`src/rtl/userio_osd_cmd_pkg.sv`:
```
// Shared OSD command definitions: FSM state encodings, command opcodes and
// the opcode-to-next-state decode used by the command front end.
package userio_osd_cmd_pkg;

  typedef enum logic [2:0] {
    ST_IDLE    = 3'd0,
    ST_WR_BUF  = 3'd1,
    ST_WR_CFG  = 3'd2,
    ST_RD_STAT = 3'd3,
    ST_IGNORE  = 3'd4
  } state_t;

  // Command opcodes live in the upper nibble of the first byte after chip select.
  localparam logic [3:0] OP_WR_BUF = 4'h2;
  localparam logic [3:0] OP_DISP   = 4'h4;
  localparam logic [3:0] OP_HILITE = 4'h5;
  localparam logic [3:0] OP_CFG    = 4'h8;
  localparam logic [3:0] OP_STATUS = 4'hC;

  // Status read is the single full byte 0xC0; any other 0xCx is a no-op.
  function automatic state_t cmd_target(input logic [7:0] b);
    case (b[7:4])
      OP_WR_BUF: return ST_WR_BUF;
      OP_CFG:    return ST_WR_CFG;
      OP_STATUS: return (b[3:0] == 4'h0) ? ST_RD_STAT : ST_IGNORE;
      default:   return ST_IGNORE;
    endcase
  endfunction

endpackage

```
`src/rtl/userio_osd_cmd.sv`:
```
// OSD command decoder: turns the SPI byte stream into OSD buffer writes,
// configuration writes, display control and a streamed status readback.
module userio_osd_cmd
  import userio_osd_cmd_pkg::*;
(
  input  logic        clk,
  input  logic        reset_n,
  input  logic        rx,
  input  logic        cmd,
  input  logic [7:0]  din,
  output logic [7:0]  spi_in,
  output logic        buf_wr,
  output logic [11:0] buf_addr,
  output logic [7:0]  buf_dat,
  output logic        osd_enable,
  output logic [3:0]  highlight,
  output logic        cfg_wr,
  output logic [2:0]  cfg_idx,
  output logic [7:0]  cfg_dat,
  input  logic [7:0]  status
);

  state_t      state, state_next;
  logic        rx_d;
  logic        stb;
  logic [3:0]  row;
  logic [7:0]  col;
  logic        ld_row, ld_en, ld_hl, ld_idx;
  logic        do_buf, do_cfg;
  logic [7:0]  spi_next;

  assign stb = rx ^ rx_d;

  always_ff @(posedge clk or negedge reset_n) begin
    if (!reset_n) state <= ST_IDLE;
    else          state <= state_next;
  end

  // NOTE: every signal written here gets a default first, so no path
  // through the block can leave one unassigned and infer a latch.
  always_comb begin
    state_next = state;
    ld_row     = 1'b0;
    ld_en      = 1'b0;
    ld_hl      = 1'b0;
    ld_idx     = 1'b0;
    do_buf     = 1'b0;
    do_cfg     = 1'b0;
    if (stb && cmd) begin
      // A command byte always wins, even mid-stream, and never writes.
      state_next = cmd_target(din);
      case (din[7:4])
        OP_WR_BUF: ld_row = 1'b1;
        OP_DISP:   ld_en  = 1'b1;
        OP_HILITE: ld_hl  = 1'b1;
        OP_CFG:    ld_idx = 1'b1;
        default:   ;
      endcase
    end else if (stb) begin
      case (state)
        ST_WR_BUF: do_buf = 1'b1;
        ST_WR_CFG: do_cfg = 1'b1;
        default:   ;
      endcase
    end
  end

  // spi_in is non-zero only while streaming status; a fresh sample is taken
  // on every byte so the host sees live status on repeated reads.
  always_comb begin
    spi_next = 8'h00;
    if (state_next == ST_RD_STAT) spi_next = stb ? status : spi_in;
  end

  // NOTE: state and outputs use non-blocking assignments so every register
  // samples pre-edge values, e.g. buf_addr captures col before it increments.
  always_ff @(posedge clk or negedge reset_n) begin
    if (!reset_n) begin
      rx_d       <= 1'b0;
      row        <= '0;
      col        <= '0;
      buf_wr     <= 1'b0;
      buf_addr   <= '0;
      buf_dat    <= '0;
      osd_enable <= 1'b0;
      highlight  <= '0;
      cfg_wr     <= 1'b0;
      cfg_idx    <= '0;
      cfg_dat    <= '0;
      spi_in     <= 8'h00;
    end else begin
      rx_d   <= rx;
      buf_wr <= 1'b0;
      cfg_wr <= 1'b0;
      spi_in <= spi_next;
      if (ld_row) begin
        row <= din[3:0];
        col <= '0;
      end
      if (ld_en)  osd_enable <= din[0];
      if (ld_hl)  highlight  <= din[3:0];
      if (ld_idx) cfg_idx    <= din[2:0];
      if (do_buf) begin
        buf_wr   <= 1'b1;
        buf_addr <= {row, col};
        buf_dat  <= din;
        col      <= col + 8'd1;  // wraps 255 -> 0, row untouched
      end
      if (do_cfg) begin
        cfg_wr  <= 1'b1;
        cfg_dat <= din;
      end
    end
  end

endmodule
```
`config.mk`:
```
export PLATFORM = sky130hd
export DESIGN_NAME = userio_osd_cmd
export DESIGN_NICKNAME = d
export VERILOG_FILES = /design/src/rtl/userio_osd_cmd_pkg.sv /design/src/rtl/userio_osd_cmd.sv
export SDC_FILE = /design/constraint.sdc
export NUM_CORES = 1
export LEC_CHECK = 0
export CAP_MARGIN = 20
export CORE_ASPECT_RATIO = 1.25
export CORE_MARGIN = 5
export CORE_UTILIZATION = 44
export CTS_CLUSTER_DIAMETER = 80
export DETAILED_ROUTE_END_ITERATION = 12
export PLACE_DENSITY = 0.8
export SLEW_MARGIN = 20
export SYNTH_ARGS = -nofsm -noshare
export SYNTH_HDL_FRONTEND = slang
export SYNTH_SLANG_ARGS = --single-unit
```
`constraint.sdc`:
```
create_clock -name clk -period 2 [get_ports clk]
set_input_delay 0.4 -clock clk [delete_from_list [all_inputs] [get_ports clk]]
set_output_delay 0.4 -clock clk [all_outputs]
set_load 0.03 [all_outputs]
```
==> flow_summary.html <==
<table>
<tr><th>Metric</th><th>Value</th></tr>
<tr><th colspan="2">Clock network</th></tr>
<tr><td>CTS Hold Bufs</td><td>0</td></tr>
<tr><td>Root cell of the clock tree</td><td>sky130_fd_sc_hd__clkbuf_8</td></tr>
<tr><td>H-tree depth</td><td>3</td></tr>
<tr><td>CTS tree</td><td>done</td></tr>
<tr><td>Clock insertion delay at the later pin of the skew report</td><td>roughly 0.34 ns</td></tr>
<tr><td>Largest buffer count on any clock path</td><td>2</td></tr>
<tr><td>Clk slew on worst S/H paths</td><td>0.07 ns</td></tr>
<tr><td># clock sinks</td><td>62</td></tr>
<tr><td>Number of buffers inserted during clock tree synthesis</td><td>9</td></tr>
<tr><th colspan="2">Power</th></tr>
<tr><td>Worst IR Drop VDD</td><td>between 0.8 and 0.9 mV</td></tr>
<tr><td>Power, Total</td><td>roughly 4.2 mW</td></tr>
<tr><td>Leakage power</td><td>~1.9 nW</td></tr>
<tr><td>Pwr dens</td><td>~1100 mW/mm²</td></tr>
<tr><td>Sequential Power Share</td><td>39.4%</td></tr>
<tr><td>Switching power share of the total</td><td>roughly 33%</td></tr>
<tr><td>Combinational power share</td><td>32.2%</td></tr>
<tr><td>Relative contribution of the clock network to total power</td><td>28.5%</td></tr>
<tr><td>Internal power</td><td>between 2 and 3 mW</td></tr>
<tr><td>Net switching power</td><td>1.40 mW</td></tr>
<tr><th colspan="2">Timing</th></tr>
<tr><td>Maximum clock frequency</td><td>roughly 500 MHz</td></tr>
<tr><td>Setup repair after global routing missed its margin</td><td>true</td></tr>
<tr><td>Final period utilization</td><td>98.7%</td></tr>
<tr><td>Final setup margin</td><td>0.0267 ns</td></tr>
<tr><td>Post-route minimum period</td><td>1.97 ns</td></tr>
<tr><td>Layout Skew</td><td>around 0.0069 ns</td></tr>
<tr><td>Remaining max-slew budget at the tightest pin</td><td>63.9%</td></tr>
<tr><td>Max-slew violation total from the final report</td><td>0</td></tr>
<tr><td>Slew at the pin with the worst max-slew slack</td><td>between 0.5 and 0.6 ns</td></tr>
<tr><td>Final count of hold timing violations</td><td>0</td></tr>
<tr><td>Final Setup Violations</td><td>0</td></tr>
<tr><th colspan="2">Synthesis</th></tr>
<tr><td>Post-synthesis cell type count</td><td>40</td></tr>
<tr><td>XOR/XNOR share of the synthesized area</td><td>less than 1%</td></tr>
<tr><td>Area share of fa/ha/maj cells after synthesis</td><td>less than 1%</td></tr>
<tr><td>Fraction of the yosys area taken by sequential cells</td><td>around three fifths</td></tr>
<tr><td>Prevailing post-synth register cell</td><td>sky130_fd_sc_hd__dfrtp_1</td></tr>
<tr><td>Number of register bits inferred by synthesis</td><td>between 60 and 70</td></tr>
<tr><td>Multiplexer area fraction after synthesis</td><td>a little under an eighth</td></tr>
<tr><td>Most frequently used cell type in the post-synthesis netlist</td><td>sky130_fd_sc_hd__nand2_1</td></tr>
<tr><td>Total nets after synthesis</td><td>between 200 and 300</td></tr>
<tr><td>Leading cell types by count after synthesis</td><td>sky130_fd_sc_hd__nand2_1, sky130_fd_sc_hd__dfrtp_1, sky130_fd_sc_hd__mux2_2, sky130_fd_sc_hd__mux2i_1</td></tr>
<tr><td>Combinational family with the most area after synthesis</td><td>simple AND/OR/NAND/NOR gates</td></tr>
<tr><td>Dominant cell type by area after synthesis</td><td>sky130_fd_sc_hd__dfrtp_1</td></tr>
<tr><td>Cell count after synthesis</td><td>236</td></tr>
<tr><td>YS warnings</td><td>0</td></tr>
<tr><td>Synthesized-area fraction occupied by ao, oa, aoi and oai cells</td><td>8.82%</td></tr>
<tr><td>Top post-synthesis cells by area</td><td>sky130_fd_sc_hd__dfrtp_1, sky130_fd_sc_hd__nand2_1, sky130_fd_sc_hd__mux2_2, sky130_fd_sc_hd__mux2i_1, sky130_fd_sc_hd__a2111oi_2</td></tr>
<tr><td>Count of flip-flops with a built-in enable after synthesis</td><td>0</td></tr>
<tr><td>Synthesized area per cell</td><td>approximately 11 µm²</td></tr>
<tr><td>Share of flip-flops with an asynchronous set or reset after synthesis</td><td>between 90% and 100%</td></tr>
<tr><td>Simple-gate share of the synthesized area</td><td>around 18%</td></tr>
<tr><td>Area of the mapped netlist</td><td>between 0.002 and 0.003 mm²</td></tr>
<tr><td>Area fraction of the dominant cell type after synthesis</td><td>between 50% and 60%</td></tr>
<tr><th colspan="2">Setup path</th></tr>
<tr><td>CP startpoint</td><td>rx_d</td></tr>
<tr><td>Beginning of the worst register-to-register path</td><td>rx_d</td></tr>
<tr><td>Critical Path Fanout Max</td><td>8</td></tr>
<tr><td>Register-to-Register Setup Slack</td><td>around 0.027 ns</td></tr>
<tr><td>Critical path capture point type</td><td>register</td></tr>
<tr><td>Critical Path Source Type</td><td>register</td></tr>
<tr><td>CP max stage delay</td><td>between 0.5 and 0.6 ns</td></tr>
<tr><td>Bufs and invs on worst path</td><td>0</td></tr>
<tr><td>Kind of critical path</td><td>reg -&gt; reg</td></tr>
<tr><td>Number of cell instances on the worst register-to-register path</td><td>4</td></tr>
<tr><td>Data arrival at the endpoint of the critical path</td><td>2.20 ns</td></tr>
<tr><td>Worst EP required</td><td>between 2 and 2.5 ns</td></tr>
<tr><td>Critical path's top delay family</td><td>compound AO/OA/AOI/OAI gates</td></tr>
<tr><td>Worst path slowest cell</td><td>sky130_fd_sc_hd__or4_4</td></tr>
<tr><td>Capture point of the worst reg-to-reg path</td><td>spi_in[1]</td></tr>
<tr><td>Worst path cell trace</td><td>xnor2_2, or4_4, a221o_4, a2111oi_4</td></tr>
<tr><td>CP Depth</td><td>4</td></tr>
<tr><td>CP endpoint</td><td>spi_in[1]</td></tr>
<tr><th colspan="2">Place</th></tr>
<tr><td>Placement Setup Slack</td><td>-0.637 ns</td></tr>
<tr><td>HPWL Detailed</td><td>4660 µm</td></tr>
<tr><td>Cell count after placement</td><td>a little under 400</td></tr>
<tr><td>Weighted congestion at the end of routability-driven global placement</td><td>between 0.7 and 0.8</td></tr>
<tr><td>Number of port buffers</td><td>65</td></tr>
<tr><th colspan="2">Global routing</th></tr>
<tr><td>All-Layer GR Usage</td><td>between 10% and 20%</td></tr>
<tr><td>Number of global-route vias before repair</td><td>approximately 2400</td></tr>
<tr><td>Global routing usage on met1</td><td>22.7%</td></tr>
<tr><td>Antenna violations before repair</td><td>0</td></tr>
<tr><td>Global Route met2 Usage</td><td>32.0%</td></tr>
<tr><td>Most Used Layer, Global Route</td><td>met2</td></tr>
<tr><td>Largest net degree at the start of global routing</td><td>63</td></tr>
<tr><td>Global-route wire length before repair</td><td>around 12000 µm</td></tr>
<tr><td>Overflow left after global routing</td><td>0</td></tr>
<tr><td>Grt met3 use</td><td>4.55%</td></tr>
<tr><th colspan="2">Drt</th></tr>
<tr><td># DRC</td><td>0</td></tr>
<tr><td>Average wire length per cell after detail routing</td><td>16.9 µm</td></tr>
<tr><td>Via density per instance</td><td>about 5.3</td></tr>
<tr><td>First-pass DRT Iterations</td><td>4</td></tr>
<tr><td>Post-Route WL</td><td>about 7000 µm</td></tr>
<tr><td>Remaining antenna violation count</td><td>0</td></tr>
<tr><td>Number of DRC markers in iteration 0</td><td>77</td></tr>
<tr><td>Vias post-DR</td><td>approximately 2200</td></tr>
<tr><th colspan="2">Floorplanning</th></tr>
<tr><td>Vertical die dimension</td><td>96.8 µm</td></tr>
<tr><td>Floorplan die area</td><td>a little under 0.008 mm²</td></tr>
<tr><td>Standard-cell rows</td><td>31</td></tr>
<tr><td>Horiz. Die Dim</td><td>79.4 µm</td></tr>
<tr><td>Io pins</td><td>66</td></tr>
<tr><td>Core footprint</td><td>0.00582 mm²</td></tr>
<tr><td>Effective utilization at floorplan</td><td>45.6%</td></tr>
<tr><th colspan="2">Final layout</th></tr>
<tr><td>Net count, final</td><td>360</td></tr>
<tr><td>Share of post-route cells with drive strength above 1</td><td>approximately a quarter</td></tr>
<tr><td>Synthesis-to-layout area growth</td><td>48.8%</td></tr>
<tr><td>Number of inserted diodes</td><td>0</td></tr>
<tr><td>Non-Filler Instances</td><td>just over 400</td></tr>
<tr><th colspan="2">Flow run</th></tr>
<tr><td># Max-Cap Violations</td><td>0</td></tr>
<tr><th colspan="2">Outcome</th></tr>
<tr><td>Result of the run</td><td>complete, no violations</td></tr>
<tr><th colspan="2">Hold path</th></tr>
<tr><td>Classification of the worst-slack hold path</td><td>in -&gt; async</td></tr>
</table>
cell families (layout without fill, tap and decap cells):
family / Yosys count / after routing
AND/OR/NAND/NOR: 108 / 108
adder cells (fa/ha/maj): 1 / 1
multiplexers: 28 / 28
AO/OA/AOI/OAI: 23 / 23
buffers and inverters: 11 / 119
XOR/XNOR: 3 / 3
flip-flops: 62 / 62
power by group through the flow:
stage / Sequential (mW) / Combinational [mW] / Clock (mW)
2_1_floorplan: 2.05 / 0.312 / 0
3_3_place_gp: 1.67 / 1.29 / 0
3_5_place_dp: 1.68 / 1.32 / 0
4_1_cts: 1.66 / 1.35 / 1.21
5_1_grt: 1.69 / 1.44 / 1.27
6_report: 1.66 / 1.35 / 1.20
timing repair:
action | in CTS | in global routing
endpoints found under the setup margin | 15 | 8
pin swaps | 12 | 2
gates resized for setup | 32 | 8
setup buffers | 0 | 4
worst min-delay path by stage:
stage	startpoint	to	slack, ns	cells past startpoint
3_3_place_gp	reset_n	spi_in[2]	0.43	2
3_5_place_dp	reset_n	spi_in[2]	0.44	2
5_1_grt	reset_n	spi_in[2]	0.1	2
2_1_floorplan	reset_n	buf_addr[0]	0.10	0
6_report	reset_n	spi_in[2]	0.06	2
4_1_cts	reset_n	spi_in[2]	0.07	2
flip-flops by register name (all words and copies together), names as in the netlist:
| name | count |
|---|---|
| osd_enable | 1 |
| rx_d | 1 |
| col | 8 |
| cfg_dat | 8 |
| buf_wr | 1 |
| state | 3 |
| spi_in | 8 |
| buf_addr | 12 |
| row | 4 |
| cfg_wr | 1 |
| cfg_idx | 3 |
| highlight | 4 |
| buf_dat | 8 |
area by class of cell:
type	instances	area, µm²
flip-flops and latches	62	1550
inverters	3	11.3
multi-input cells	163	1180
fillers	440	1870
well taps	66	82.6
clock inverters	4	70.1
repair buffers	100	901
clock buffers	12	145
placed cells by master, fill, tap and decap left out, types with 3 or more instances in the layout:
cell type	synthesis	routed
sky130_fd_sc_hd__nor2_1	7	6
sky130_fd_sc_hd__clkdlybuf4s50_1	0	54
sky130_fd_sc_hd__buf_2	0	4
sky130_fd_sc_hd__a2111oi_4	0	7
sky130_fd_sc_hd__nand2_1	78	78
sky130_fd_sc_hd__buf_4	0	34
sky130_fd_sc_hd__mux2i_1	11	10
sky130_fd_sc_hd__a21o_1	3	3
sky130_fd_sc_hd__nand3_1	4	4
sky130_fd_sc_hd__dlygate4sd2_1	0	3
sky130_fd_sc_hd__dfrtp_1	62	61
sky130_fd_sc_hd__clkbuf_8	0	10
sky130_fd_sc_hd__o21ai_0	3	3
sky130_fd_sc_hd__nand4_1	3	3
sky130_fd_sc_hd__mux2_2	17	17
metrics by stage:
step	TNS [ns]	utilization [%]	instance area, µm²	hold slack [ns]
CTS	0	67.1	3900	0.0720
global placement	-10.74	61.8	3590	0.428
global route	-0.0493	67.8	3950	0.0954
detailed placement	-13.58	61.8	3590	0.437
floorplan	-0.468	-	2650	0.104
finish	0	67.8	3950	0.0567
worst reg2reg max path, delay by kind of cell, from the launching register on:
family	cells	cell delay [ns]
xor gates and xnor gates	1	0.16
and+or+nand+nor	1	0.54
AOI/OAI and AO/OA	2	0.74
DFF	1	0.43
per-layer routing:
metal	share of wire [%]	vias up	wire (µm)
met5	0	-	0
met4	2.5	0	172
met3	5.5	19	377
met2	52	71	3580
met1	40	1066	2790
li1	-	1027	-
(Power assumes the default switching activity.)
==> RTL edit: new RTL, same settings <==
Register the output `cfg_idx` once more, with the module's reset; this adds one clock of latency there. The other outputs are not delayed to match.
--- a/src/rtl/userio_osd_cmd.sv
+++ b/src/rtl/userio_osd_cmd.sv
@@ -21,2 +21,4 @@
 );
+
+  logic [2:0] cfg_idx_s0;
 
@@ -87,3 +89,3 @@
       cfg_wr     <= 1'b0;
-      cfg_idx    <= '0;
+      cfg_idx_s0 <= '0;
       cfg_dat    <= '0;
@@ -101,3 +103,3 @@
       if (ld_hl)  highlight  <= din[3:0];
-      if (ld_idx) cfg_idx    <= din[2:0];
+      if (ld_idx) cfg_idx_s0 <= din[2:0];
       if (do_buf) begin
@@ -115,2 +117,10 @@
 
+  always_ff @(posedge clk or negedge reset_n) begin
+    if (!reset_n) begin
+      cfg_idx <= '0;
+    end else begin
+      cfg_idx <= cfg_idx_s0;
+    end
+  end
+
 endmodule
Function: changed (a bounded check fails within 4 cycles, from zero or initial values and one cycle with reset_n low).
==> RTL edit against the unedited design <==
- non-clock buffer count is 1 lower
- final cell count is 4.9% higher
- total power rose by 2.8%
- synthesized area up 2.8%
- die area up 2.5%
- routed wire length down 8.7%
- setup slack worse by 0.0074 ns
- sequential cell count increased by 3
- cell area up 2.8%
- critical endpoint unchanged
- largest cell class unchanged
- highest routed layer unchanged
==> RTL edit: results (changes against the unedited design) <==
metric,value,unit,change
met3_usage,4.80,%,was 4.55%
outcome,"finished, final reports clean",,unchanged
post-place-ws,-0.649,ns,was -0.637 ns
nets,362,,was 360
synth.area.top_cells,"dfrtp_1, nand2_1, mux2_2, mux2i_1, a2111oi_2",,unchanged
netlist_top_cells_count,"nand2_1, dfrtp_1, mux2_2",,unchanged
use_met1,22.3,%,was 22.7%
met2_usage,29.5,%,was 32.0%
ys_seq_area_share,59.6,%,was 58.5%
worst-r2r-setup-slack,0.07,ns,was 0.03 ns
synth-xor-area-share,0.963,%,was 0.991%
drt_iter0_markers,142,,was 77
wl_per_cell,14.7,um,was 16.9 um
startpoint,din[2],,was rx_d
gp_congestion,0.829,,was 0.798
dr_total_vias,2163,,was 2183
syn_area_per_cell,11.4,um2,was 11.2 um2
dr_wl_met3,339,um,was 377 um
p_leak,1.93,nW,was 1.90 nW
grt_util_all_layers,18.0,%,was 19.1%
dpl.hpwl,4560,um,was 4660 um
routed-wl-met2,3340,um,was 3580 um
wl_met1,2510,um,was 2790 um
grt_pass1_vias,2294,,was 2423
synth-compound-area-share,8.58,%,was 8.82%
p_sw,0.00141,W,was 0.00140 W
drt-pass1-iter-count,5,,was 4
muxShareOfSynthArea,11.1,%,was 11.4%
postPlaceCellArea,3710,um2,was 3590 um2
syn_nets,260,,was 257
vdd_drop_max,0.689,mV,was 0.820 mV
dp.cells,414,,was 390
drive_gt1_share,25.2,%,was 25.9%
grt_pass1_wl,11000,um,was 11600 um
synth_fa_ha_area_share,0.459,%,was 0.472%
seqPwrFrac,40.6,%,was 39.4%
grt_max_degree,48,,was 63
fillerInstances,480,,was 440
fin_worst_skew,0.00876,ns,was 0.00690 ns
period_share,99.0,%,was 98.7%
numCtsBuffers,9,,unchanged
slowest_delay,0.56,ns,was 0.54 ns
cts_resized,34,,was 32
postCtsSetupBuffers,1,,was 0
pwr-share-clk,29.0,%,was 28.5%
viasPerCell,5.03,,was 5.32
sw_frac_of_total,32.6,%,was 33.2%
tightest_slew,0.671,ns,was 0.541 ns
[RTL edit: how the worst min path moves through the flow]
stage | startpoint | end | slack [ns] | cells after the start
floorplan | reset_n | buf_addr[0] | 0.10 | 0
global placement | cfg_idx_s0[1] | cfg_idx[1] | 0.35 | 0
detailed placement | cfg_idx_s0[1] | cfg_idx[1] | 0.36 | 0
CTS | reset_n | osd_enable | 0.0006 | 1
global route | reset_n | spi_in[0] | 0.02 | 1
finish | reset_n | osd_enable | 0.002 | 1
[RTL edit: through the flow]
step	hold WS (ns)	util, %
4_1_cts	0.000604	66.4
3_3_place_gp	0.355	60.9
2_1_floorplan	0.104	-
6_report	0.00225	66.6
3_5_place_dp	0.363	60.9
5_1_grt	0.0201	66.6
[RTL edit: area by class of cell]
type,instances,area share [%]
clock buffer,11,3.73
clock inverter,4,1.88
inverter,3,0.278
multi-input combinational,163,29.1
sequential,65,40.1
tap,85,2.62
timing repair buffer,99,22.2
